### config.mk
export PLATFORM = sky130hd
export DESIGN_NAME = instr_assembler
export DESIGN_NICKNAME = d
export VERILOG_FILES = /design/src/rtl/instr_assembler.sv
export SDC_FILE = /design/constraint.sdc
export NUM_CORES = 1
export LEC_CHECK = 0
export ABC_AREA = 1
export BUFFER_PORTS_ARGS = -buffer_cell sky130_fd_sc_hd__buf_4
export CAP_MARGIN = 20
export CORE_AREA = 2 2 122 124
export DETAILED_ROUTE_END_ITERATION = 6
export DIE_AREA = 0 0 124 126
export GPL_TIMING_DRIVEN = 0
export PLACE_DENSITY = 0.62
export SYNTH_ARGS = -nofsm -noshare
export SYNTH_HDL_FRONTEND = slang
export SYNTH_SLANG_ARGS = --single-unit
### constraint.sdc
create_clock -name clk -period 2.1 [get_ports clk]
set_clock_uncertainty 0.15 [all_clocks]
set_input_delay 0.42 -clock clk [delete_from_list [all_inputs] [get_ports clk]]
set_output_delay 0.42 -clock clk [all_outputs]
set_load 0.03 [all_outputs]
### src/rtl/instr_assembler.sv
// Collects UART bytes little-endian into one instruction word, checks the opcode
// in byte 0, aborts a stalled collection on timeout, and offers the word over valid/ready.
//
// state     | meaning
// S_IDLE    | waiting for the first byte (opcode byte)
// S_COLLECT | write opcode seen, gathering the remaining payload bytes
// S_HOLD    | word complete, out_valid high until the consumer takes it
module instr_assembler #(
  parameter int WIDTH          = 64,
  parameter int TIMEOUT_CYCLES = 50000
) (
  input  logic             clk,
  input  logic             reset,
  input  logic [7:0]       rx_data,
  input  logic             rx_valid,
  output logic [WIDTH-1:0] out_instr,
  output logic [3:0]       out_opcode,
  output logic             out_valid,
  input  logic             out_ready,
  output logic             busy,
  output logic             err_opcode,
  output logic             err_timeout,
  output logic             err_overrun
);

  localparam int BYTES = WIDTH / 8;
  localparam int CW    = (BYTES > 1) ? $clog2(BYTES) : 1;
  localparam int TW    = (TIMEOUT_CYCLES > 1) ? $clog2(TIMEOUT_CYCLES) : 1;

  localparam logic [CW-1:0] LAST_BYTE  = CW'(BYTES - 1);
  localparam logic [TW-1:0] TIMER_LAST = TW'(TIMEOUT_CYCLES - 1);

  typedef enum logic [1:0] {
    S_IDLE    = 2'd0,
    S_COLLECT = 2'd1,
    S_HOLD    = 2'd2
  } state_t;

  state_t           state_q, state_d;
  logic [WIDTH-1:0] instr_q, instr_d;
  logic [CW-1:0]    count_q, count_d;
  logic [TW-1:0]    timer_q, timer_d;
  logic             err_opcode_q, err_opcode_d;
  logic             err_timeout_q, err_timeout_d;
  logic             err_overrun_q, err_overrun_d;
  logic             is_read, is_write;

  always_comb begin
    is_read  = 1'b0;
    is_write = 1'b0;
    case (rx_data[3:0])
      4'd4, 4'd5, 4'd6: is_read  = 1'b1;
      4'd7, 4'd8, 4'd9: is_write = 1'b1;
      default: begin
        is_read  = 1'b0;
        is_write = 1'b0;
      end
    endcase
  end

  always_comb begin
    state_d       = state_q;
    instr_d       = instr_q;
    count_d       = count_q;
    timer_d       = timer_q;
    err_opcode_d  = 1'b0;
    err_timeout_d = 1'b0;
    err_overrun_d = 1'b0;

    unique case (state_q)
      S_IDLE: begin
        if (rx_valid) begin
          if (is_read) begin
            instr_d = WIDTH'(rx_data);
            count_d = '0;
            timer_d = '0;
            state_d = S_HOLD;
          end else if (is_write) begin
            instr_d = WIDTH'(rx_data);
            count_d = CW'(1);
            timer_d = '0;
            state_d = S_COLLECT;
          end else begin
            err_opcode_d = 1'b1;
          end
        end
      end

      S_COLLECT: begin
        // A byte arriving on the would-be timeout cycle takes priority.
        if (rx_valid) begin
          instr_d[8*count_q +: 8] = rx_data;
          timer_d = '0;
          if (count_q == LAST_BYTE) begin
            count_d = '0;
            state_d = S_HOLD;
          end else begin
            count_d = count_q + CW'(1);
          end
        end else if (timer_q == TIMER_LAST) begin
          err_timeout_d = 1'b1;
          instr_d       = '0;
          count_d       = '0;
          timer_d       = '0;
          state_d       = S_IDLE;
        end else begin
          timer_d = timer_q + TW'(1);
        end
      end

      S_HOLD: begin
        if (rx_valid) begin
          err_overrun_d = 1'b1;
        end
        if (out_ready) begin
          count_d = '0;
          timer_d = '0;
          state_d = S_IDLE;
        end
      end

      default: begin
        state_d = S_IDLE;
      end
    endcase
  end

  always_ff @(posedge clk) begin
    if (reset) begin
      state_q       <= S_IDLE;
      instr_q       <= '0;
      count_q       <= '0;
      timer_q       <= '0;
      err_opcode_q  <= 1'b0;
      err_timeout_q <= 1'b0;
      err_overrun_q <= 1'b0;
    end else begin
      state_q       <= state_d;
      instr_q       <= instr_d;
      count_q       <= count_d;
      timer_q       <= timer_d;
      err_opcode_q  <= err_opcode_d;
      err_timeout_q <= err_timeout_d;
      err_overrun_q <= err_overrun_d;
    end
  end

  assign out_instr   = instr_q;
  assign out_opcode  = instr_q[3:0];
  assign out_valid   = (state_q == S_HOLD);
  assign busy        = (state_q != S_IDLE);
  assign err_opcode  = err_opcode_q;
  assign err_timeout = err_timeout_q;
  assign err_overrun = err_overrun_q;

endmodule

==> flow_summary.yaml <==
worst_setup_path:
  critical_path_class: "flop to flop"
  r2r.worst_path.cells: 9
  path_cells: "ha_4, nand3_4, nor2_2, nand2_2, a21oi_4, buf_6, nand3_1, nand2_1, a21oi_1"
  cp_slowest_cell: "dfxtp_2"
  crit_start: "timer_q[0]"
  rr_startpoint: "timer_q[0]"
  arrival_ps: 2090
  critPathRequiredTime_ps: 2170
  crit_path_start_kind: "flop"
  max_stage_delay_ps: 370
  r2r_end: "out_instr[29]"
  crit_fanout: 8
  cp-end-kind: "flop"
  crit_end: "out_instr[29]"
  rrSetupSlack_ps: 70
placed_design:
  placed_area_um2: 5341
  gp_congestion: 0.8440
  io_buffers: 84
  place_hpwl_um: 9593
sta:
  fmax_mhz: 493.5
  worstMarginPinSlew_ps: 574.3
  fin_crit_sh_pct: 96.49
  setup_viol: 0
  finalCriticalPeriod_ps: 2026
  final_max_slew_viol_count: 0
  final_hold_viol_count: 0
  slew_headroom_pct: 61.63
synth:
  synthCells: 648
  syn_nets: 672
  ys_seq_area_share_pct: 39.36
  synth_area_leaders: "dfxtp_1 39%, nand2_1 13%, nand4_1 8.2%, nor2_1 7.3%, a21oi_1 6.9%"
  syn_area_um2: 4476
  ys_seq_elements: 88
  avgSynthCellArea_um2: 6.907
  yosysTopAreaCellShare_pct: 39.36
  yosys.area.top_type: "dfxtp_1"
  synthDistinctLibCells: 34
  synth_warnings: 0
cells_and_area:
  finish.instance_area_um2: 6011
  fin_util_pct: 41.99
  mostFrequentLayoutCells: "155 x nand2_1, 101 x buf_4, 82 x nor2_1, 82 x dfxtp_1"
  layout_commonest_cell: "nand2_1"
  n_antenna_cell: 0
  area_delta_synth_final_pct: 34.30
  fin_nets: 778
  drive_gt1_share_pct: 24.51
die:
  rows: 44
  die_w_um: 124
  start_util_pct: 31.27
  design.core.area_um2: 14310
  die_area_um2: 15620
  die_y_um: 126
  ios: 85
pwr:
  p_total_uw: 8391
  power_density_nw_per_um2: 1396
  leakagePower_uw: 0.002489
  ir_drop_v: 0.0004520
worst_hold_path:
  hold_class: "primary input to flop"
global_route:
  grt_max_degree: 15
  grt_pass1_wl_um: 20790
  antenna_found_initial: 0
  grt_usage_pct: 17.09
  gr-total-overflow: 0
  grt_pass1_vias: 4132
route:
  firstDrtPassIters: 5
  antenna_left: 0
  drcViolationCount: 0
  viasPerCell: 4.835
  drtIter0Drc: 405
  via_count: 4559
  drt-total-wl_um: 13140
  wire_per_inst_um: 13.94
clock_network:
  clock_latency_ps: 350
  clk_pin_slew_ps: 60
  cts_tree: "done"
  htree_levels: 3
  postCtsHoldBufs: 0
  clock_sinks: 88
  clk_path_buf_depth: 2
  cts-root-buf: "clkbuf_16"
  cts_made_buffers: 9
flow_run:
  drv_cap: 0
run_status:
  outcome: "finished, final reports clean"
area by class of cell:
type                            count  area (um^2)
Tap cell                          184        230.2
Fill cell                        1496         8303
Multi-Input combinational cell    463         2472
Clock buffer                       13        280.3
Timing Repair Buffer               95        725.7
Sequential cell                    88         1772
Inverter                           65        249.0
Buffer                             32        235.2
Clock inverter                      3        46.29
timing repair:
item                       CTS  global route
buffers inserted             7             3
setup endpoints to repair   75            84
pin swaps                    3             3
resized for setup           32            36
cloned                       1             0
kinds of logic (layout without fill, tap and decap cells):
| logic type | after synthesis | count (layout) | synth area share (%) |
|---|---|---|---|
| buf+inv | 97 | 208 | 10.18 |
| fa+ha+maj | 12 | 12 | 3.355 |
| flops | 88 | 88 | 39.36 |
| xor+xnor | 6 | 6 | 1.174 |
| simple gates | 370 | 370 | 37.13 |
| compound gates | 75 | 75 | 8.807 |
synthesized netlist by cell type:
cell,number
clkbuf_1,10
nand3_2,3
a211oi_1,1
nor3_2,1
nand3b_1,1
o21ai_1,1
a21oi_2,1
nor2_1,87
a22oi_1,1
o21bai_1,1
buf_8,4
nand4_1,59
inv_1,62
xor2_1,6
buf_2,10
a21oi_1,62
dfxtp_1,88
nand2_1,159
nor3_1,9
buf_6,2
nor2_2,5
inv_2,3
nand3_1,39
or2_1,1
o2111ai_1,1
nor4_1,3
or2_2,1
o21ai_0,6
buf_1,1
nor3b_1,1
o21ai_2,1
ha_1,12
nor2_4,1
buf_4,5
power by group:
group	internal, uW	switching, uW
Sequential	1890	158
Clock	1060	678
Combinational	1670	2930
registers in the layout, summed over array words and instances (netlist names):
register / count
timer_q: 16
out_instr: 64
count_q: 3
state_q: 2
err_timeout: 1
err_overrun: 1
err_opcode: 1
per-stage QoR:
step           setup slack (ps)  TNS, ps  std cells  hold WS (ps)
4_1_cts                  -47.07   -148.2        940         182.5
3_5_place_dp             -328.4   -16120        916         306.3
5_1_grt                  -36.37   -116.5        943         198.3
2_1_floorplan            -17.13   -137.0        648         311.8
3_3_place_gp             -316.2   -15240        916         303.7
6_report                  73.65        0        943         201.8
worst min path at each step:
stage                        from       endpoint  slack [ps]  depth (start not counted)
detailed placement  out_instr[24]  out_instr[24]         310                          2
global placement    out_instr[42]  out_instr[42]         300                          2
finish                 rx_data[7]   out_instr[7]         200                          3
CTS                    rx_data[7]   out_instr[7]         180                          3
floorplan              timer_q[1]     timer_q[1]         310                          2
global route           rx_data[7]   out_instr[7]         200                          3
layer usage:
metal  routed length, um  GRT usage (%)
met1                6338          23.21
met2                5832          26.73
met5                   0              0
met4                 184          5.486
met3                 786          3.986
worst max-delay path: cells and delay by family, from the launching register on:
kind,cells,cell delay (ps)
adders and majority gates,1,170
AOI/OAI and AO/OA,2,270
buffers and inverters,1,170
and+or+nand+nor,5,760
DFF,1,370
Note: power is estimated with default switching activity, not from simulation.
